File: src/rtl/matrix_loader.sv
// matrix_loader: collects a stream of 16 signed coefficients into a 4x4
// coefficient matrix (four polynomials of four coefficients each, forming a
// 2x2 polynomial matrix). The matrix is then held for a downstream
// transpose stage.
//
// Optional feature: when MATRIX_LOADER_MODQ_EN is defined, each coefficient is
// reduced mod Q into 0..Q-1 before it is stored. Otherwise it is stored
// verbatim.
//
// Ports:
//   clk         clock; all state updates on its rising edge
//   rst         asynchronous active-high reset
//   sync_clr    synchronous clear; drops any partial or held frame
//   in_valid    in_coef/in_last valid
//   in_ready    loader accepts a coefficient this cycle
//   in_coef     signed coefficient, stream order k = 0..15
//   in_last     marks the 16th coefficient of a frame
//   out_valid   matrix_out holds a complete frame
//   out_ready   downstream consumes the frame
//   matrix_out  [poly][coef] assembled matrix, coefficient k at [k/4][k%4]
//   frame_err   one-cycle pulse on a framing violation
module matrix_loader #(
  parameter int COEF_W = 32,
  parameter int Q      = 17
) (
  input  logic                                clk,
  input  logic                                rst,
  input  logic                                sync_clr,
  input  logic                                in_valid,
  output logic                                in_ready,
  input  logic signed [COEF_W-1:0]            in_coef,
  input  logic                                in_last,
  output logic                                out_valid,
  input  logic                                out_ready,
  output logic signed [3:0][3:0][COEF_W-1:0]  matrix_out,
  output logic                                frame_err
);

  localparam logic [0:0] ST_FILL = 1'b0;
  localparam logic [0:0] ST_FULL = 1'b1;

  logic [0:0]              state_q, state_d;
  logic [3:0]              cnt_q, cnt_d;
  logic                    err_d;
  logic                    xfer;
  logic                    wr_en;
  logic signed [COEF_W-1:0] store_val;

  // in_ready also drops while rst is high, not just from the reset state.
  assign in_ready  = (state_q == ST_FILL) && !rst;
  assign out_valid = (state_q == ST_FULL);
  assign xfer      = in_valid && in_ready;
  // A cleared transfer is dropped, so it is not written.
  assign wr_en     = xfer && !sync_clr;

`ifdef MATRIX_LOADER_MODQ_EN
  localparam logic signed [COEF_W-1:0] QS = COEF_W'(Q);
  logic signed [COEF_W-1:0] rem;

  // Signed % follows the sign of the dividend, so wrap negative remainders.
  always_comb begin
    rem = in_coef % QS;
    if (rem < 0) begin
      rem = rem + QS;
    end
    store_val = rem;
  end
`else
  assign store_val = in_coef;
`endif

  always_comb begin
    state_d = state_q;
    cnt_d   = cnt_q;
    err_d   = 1'b0;
    if (sync_clr) begin
      state_d = ST_FILL;
      cnt_d   = '0;
    end else if (state_q == ST_FULL) begin
      if (out_ready) begin
        state_d = ST_FILL;
      end
    end else if (xfer) begin
      if (cnt_q == 4'd15 && in_last) begin
        cnt_d   = '0;
        state_d = ST_FULL;
      end else if (cnt_q == 4'd15 || in_last) begin
        // Early or missing in_last: the partial frame is abandoned.
        cnt_d = '0;
        err_d = 1'b1;
      end else begin
        cnt_d = cnt_q + 4'd1;
      end
    end
  end

  always_ff @(posedge clk or posedge rst) begin
    if (rst) begin
      state_q    <= ST_FILL;
      cnt_q      <= '0;
      frame_err  <= 1'b0;
      matrix_out <= '0;
    end else begin
      state_q   <= state_d;
      cnt_q     <= cnt_d;
      frame_err <= err_d;
      if (wr_en) begin
        matrix_out[cnt_q[3:2]][cnt_q[1:0]] <= store_val;
      end
    end
  end

endmodule

File: config.mk
export PLATFORM = sky130hd
export DESIGN_NAME = matrix_loader
export DESIGN_NICKNAME = d
export VERILOG_FILES = /design/src/rtl/matrix_loader.sv
export SDC_FILE = /design/constraint.sdc
export NUM_CORES = 1
export LEC_CHECK = 0
export ABC_AREA = 1
export CAP_MARGIN = 0
export CORE_MARGIN = 3
export CORE_UTILIZATION = 35
export DETAILED_ROUTE_END_ITERATION = 6
export PLACE_DENSITY_LB_ADDON = 0.3
export SYNTH_ARGS = -nofsm -noshare
export SYNTH_HDL_FRONTEND = slang
export SYNTH_SLANG_ARGS = --single-unit
File: constraint.sdc
create_clock -name clk -period 21 [get_ports clk]
set_input_delay 3.15 -clock clk [delete_from_list [all_inputs] [get_ports clk]]
set_output_delay 3.15 -clock clk [all_outputs]
set_load 0.05 [all_outputs]
==> results by group <==
Run status
  • Outcome: complete, no violations

Synthesis
  • Yosys synthesis warning count: 0
  • Post-synthesis instance area: 0.0239 mm2
  • Number of synthesized register bits: 518
  • Main area contributors after synthesis: sky130_fd_sc_hd__dfrtp_1 (54%), sky130_fd_sc_hd__nand2_1 (16%), sky130_fd_sc_hd__o21bai_1 (16%), sky130_fd_sc_hd__inv_1 (8.2%), sky130_fd_sc_hd__buf_2 (2.0%)
  • Seq/Total Area, Yosys: 0.542
  • Leading post-synthesis cells by instance count: sky130_fd_sc_hd__nand2_1 (1,048), sky130_fd_sc_hd__inv_1 (522), sky130_fd_sc_hd__dfrtp_1 (518)
  • Post-Syn Instances: 2,867
  • Count of different cell masters after synthesis: 17
  • Area share of the largest cell type after synthesis: 0.542
  • Mean area per synthesized cell: 8.35 um2
  • Synth Flop Type: sky130_fd_sc_hd__dfrtp_1
  • FFs w/ async S/R, synth: 1.00
  • Area leader, netlist: sky130_fd_sc_hd__dfrtp_1
  • Most common cell in the synthesized netlist: sky130_fd_sc_hd__nand2_1
  • Number of synthesized flops with an enable pin: 0
  • Syn_nets: 2,911

CTS
  • Clock tree buffer depth: 3
  • Number of buffers inserted to repair setup after CTS: 0
  • Root Buffer Master: sky130_fd_sc_hd__clkbuf_16
  • Clk sinks: 518
  • Clock buffer count from CTS: 57
  • Clock Pin Slew Worst Setup and Hold Paths: 60 ps
  • CTS HTree Levels: 2
  • Cts hold-fix bufs: 0
  • Clock tree from TritonCTS: yes
  • Count of cells resized by post-cts repair: 0
  • Clock latency on the worst-skew pair: 610 ps

Worst setup path
  • Worst path slowest cell: sky130_fd_sc_hd__clkdlybuf4s50_1
  • Data arrival time of the worst path: 4730 ps
  • CP Buf/Inv Count: 2
  • Critical path required time: 17,850 ps
  • Cell family with the largest share of critical-path delay: buffers and inverters
  • CP peak stage delay: 830 ps
  • List of cells traversed by the critical path: clkdlybuf4s50_1, nor2_4, clkdlybuf4s50_1
  • Launching point of the worst reg2reg path: out_valid$_DFF_PP0_
  • Launch point of the worst path: rst
  • Critical Path Source Type: input pin
  • Crit path top cell by count: sky130_fd_sc_hd__clkdlybuf4s50_1
  • CP Class: in2out
  • CP endpoint kind: output port
  • Max Fanout on Critical Path: 4

Route
  • Per-cell via count in the routed design: 4.63
  • Count of nets left with antenna violations after detail routing: 0
  • TritonRoute pass-1 iters: 5
  • Routed Wire Length: 88,000 um
  • Number of design rule violations left after detail routing: 0
  • Routed vias: 19,600
  • Drt wl/cell: 20.8 um
  • Drt initial violations: 1,561

Timing
  • Unrepaired setup endpoints after global routing: false
  • Hold Worst Slack: 587 ps
  • Final Max Slew Viols: 0
  • Slew @ Worst Pin: 1200 ps
  • Worst-case headroom to the max-slew limit: 0.196
  • Minimum clock period after layout: 7880 ps
  • Share of the clock period used by the worst path after layout: 0.375
  • Count of endpoints failing setup in the final report: 0
  • Max frequency: 0.127 GHz
  • Largest clock skew in the final design: 16.2 ps
  • Sum of negative setup slack: 0 ps
  • Number of hold-slack violations in the final timing report: 0

Placed design
  • Post-place instance area: 0.0301 mm2
  • Buffers added on ports: 552
  • Detail Placement HPWL: 55,000 um
  • Final weighted congestion in routability-driven placement: 0.794

Die
  • DIE HEIGHT: 268 um
  • Floorplan die width: 268 um
  • Starting utilization of the core area: 0.355
  • Total die area: 0.0716 mm2
  • Boundary pin count: 553
  • Core area: 0.0675 mm2
  • Number of rows in the core area: 95

Layout
  • Final Util: 0.475
  • Final cell area excluding filler cells: 0.0321 mm2
  • Fraction of layout cells with a size suffix above 1: 0.0522
  • NumNets Final: 3,349
  • Fillers: 6,417
  • Relative area change from synthesis to final layout: 34.0%

GRT
  • Global routing usage summed across all routing layers: 0.240
  • Initial antenna violation count: 2
  • Largest net degree at the start of global routing: 158
  • Vias in the first global route: 19,000
  • Wire length of the first global-routing pass: 128,000 um
  • Total gr overflow: 0

Flow run
  • Number of violations of the max-capacitance limit: 0

Power
  • Power density over the cells: 85.3 mW/mm2
  • IR drop worst, VDD: 0.0000710 V
  • Leak pwr: 15.2 nW

Worst hold path
  • Start point of the worst hold path: matrix_out[283]$_DFFE_PP0P_
  • Min-delay worst type: reg2reg
-- routing by layer --
layer | vias to the layer above | GRT usage | part of all wire | routed length [um]
met4 | 0 | 0.0755 | 0.032 | 2860
li1 | 9389 | - | - | -
met3 | 140 | 0.0716 | 0.088 | 7780
met5 | - | 0 | 0 | 0
met1 | 9352 | 0.316 | 0.42 | 36800
met2 | 681 | 0.383 | 0.46 | 40600
-- sequential cells by signal (all words and copies together) (netlist names) --
register,count
out_valid,1
matrix_out,512
frame_err,1
cnt_q,4
-- power breakdown --
group          internal, W  total, W  switching (W)
logic             0.000176  0.000584       0.000407
clock network     0.000615   0.00105       0.000431
registers          0.00107   0.00110      0.0000394
-- kinds of logic after synthesis --
kind of cell             count (synthesis)  synth area share
AO/OA/AOI/OAI                          514             0.161
AND/OR/NAND/NOR                       1085             0.173
flip-flops                             518             0.542
adder cells (fa/ha/maj)                  6           0.00314
buffers and inverters                  744             0.122
-- worst reg2reg max path, cell delays in order, from the launching register on --
cell and delay, ps:
sky130_fd_sc_hd__dfrtp_1 420, sky130_fd_sc_hd__nor2_4 80, sky130_fd_sc_hd__nand3_4 500, sky130_fd_sc_hd__buf_4 750
sky130_fd_sc_hd__buf_4 640, sky130_fd_sc_hd__buf_4 920, sky130_fd_sc_hd__o21bai_1 210, sky130_fd_sc_hd__nand2_1 100
-- stage by stage --
step	instances	setup slack (ps)	total power, W
2_1_floorplan	2867	3380	0.00149
3_3_place_gp	4119	13140	0.00170
3_5_place_dp	4119	13130	0.00171
4_1_cts	4225	13120	0.00276
5_1_grt	4225	13100	0.00284
6_report	4226	13120	0.00273
-- final timing paths --
check,end,slack [ps],cells past startpoint
setup / recovery,in_ready,13120,3
hold / removal,matrix_out[283]$_DFFE_PP0P_,590,3
setup reg to reg,matrix_out[177]$_DFFE_PP0P_,17350,7
hold reg to reg,matrix_out[283]$_DFFE_PP0P_,590,3
max in group asynchronous,matrix_out[500]$_DFFE_PP0P_,14840,5
min in group asynchronous,out_valid$_DFF_PP0_,3240,2
-- layout make-up --
type	count	area [um2]	area share
Timing Repair Buffer	599	5890	0.184
Inverter	524	1970	0.0616
Clock inverter	23	253	0.00788
Multi-Input combinational cell	1605	8180	0.255
Clock buffer	83	1710	0.0535
Sequential cell	518	13000	0.404
Tap cell	873	1090	0.0341
Antenna cell	1	2.50	0.0000780
-- placed cells by master, fill, tap and decap left out, drive strengths merged --
cell type	instances
clkdlybuf4s50	552
clkinvlp	3
o22ai	1
ha	6
o21bai	512
nand2	1048
o21ai	1
nor2	22
nand4	1
inv	525
diode	1
clkinv	15
dfrtp	518
buf	47
bufinv	4
nand3	14
clkbuf	83
Note: power is estimated with default switching activity, not from simulation.
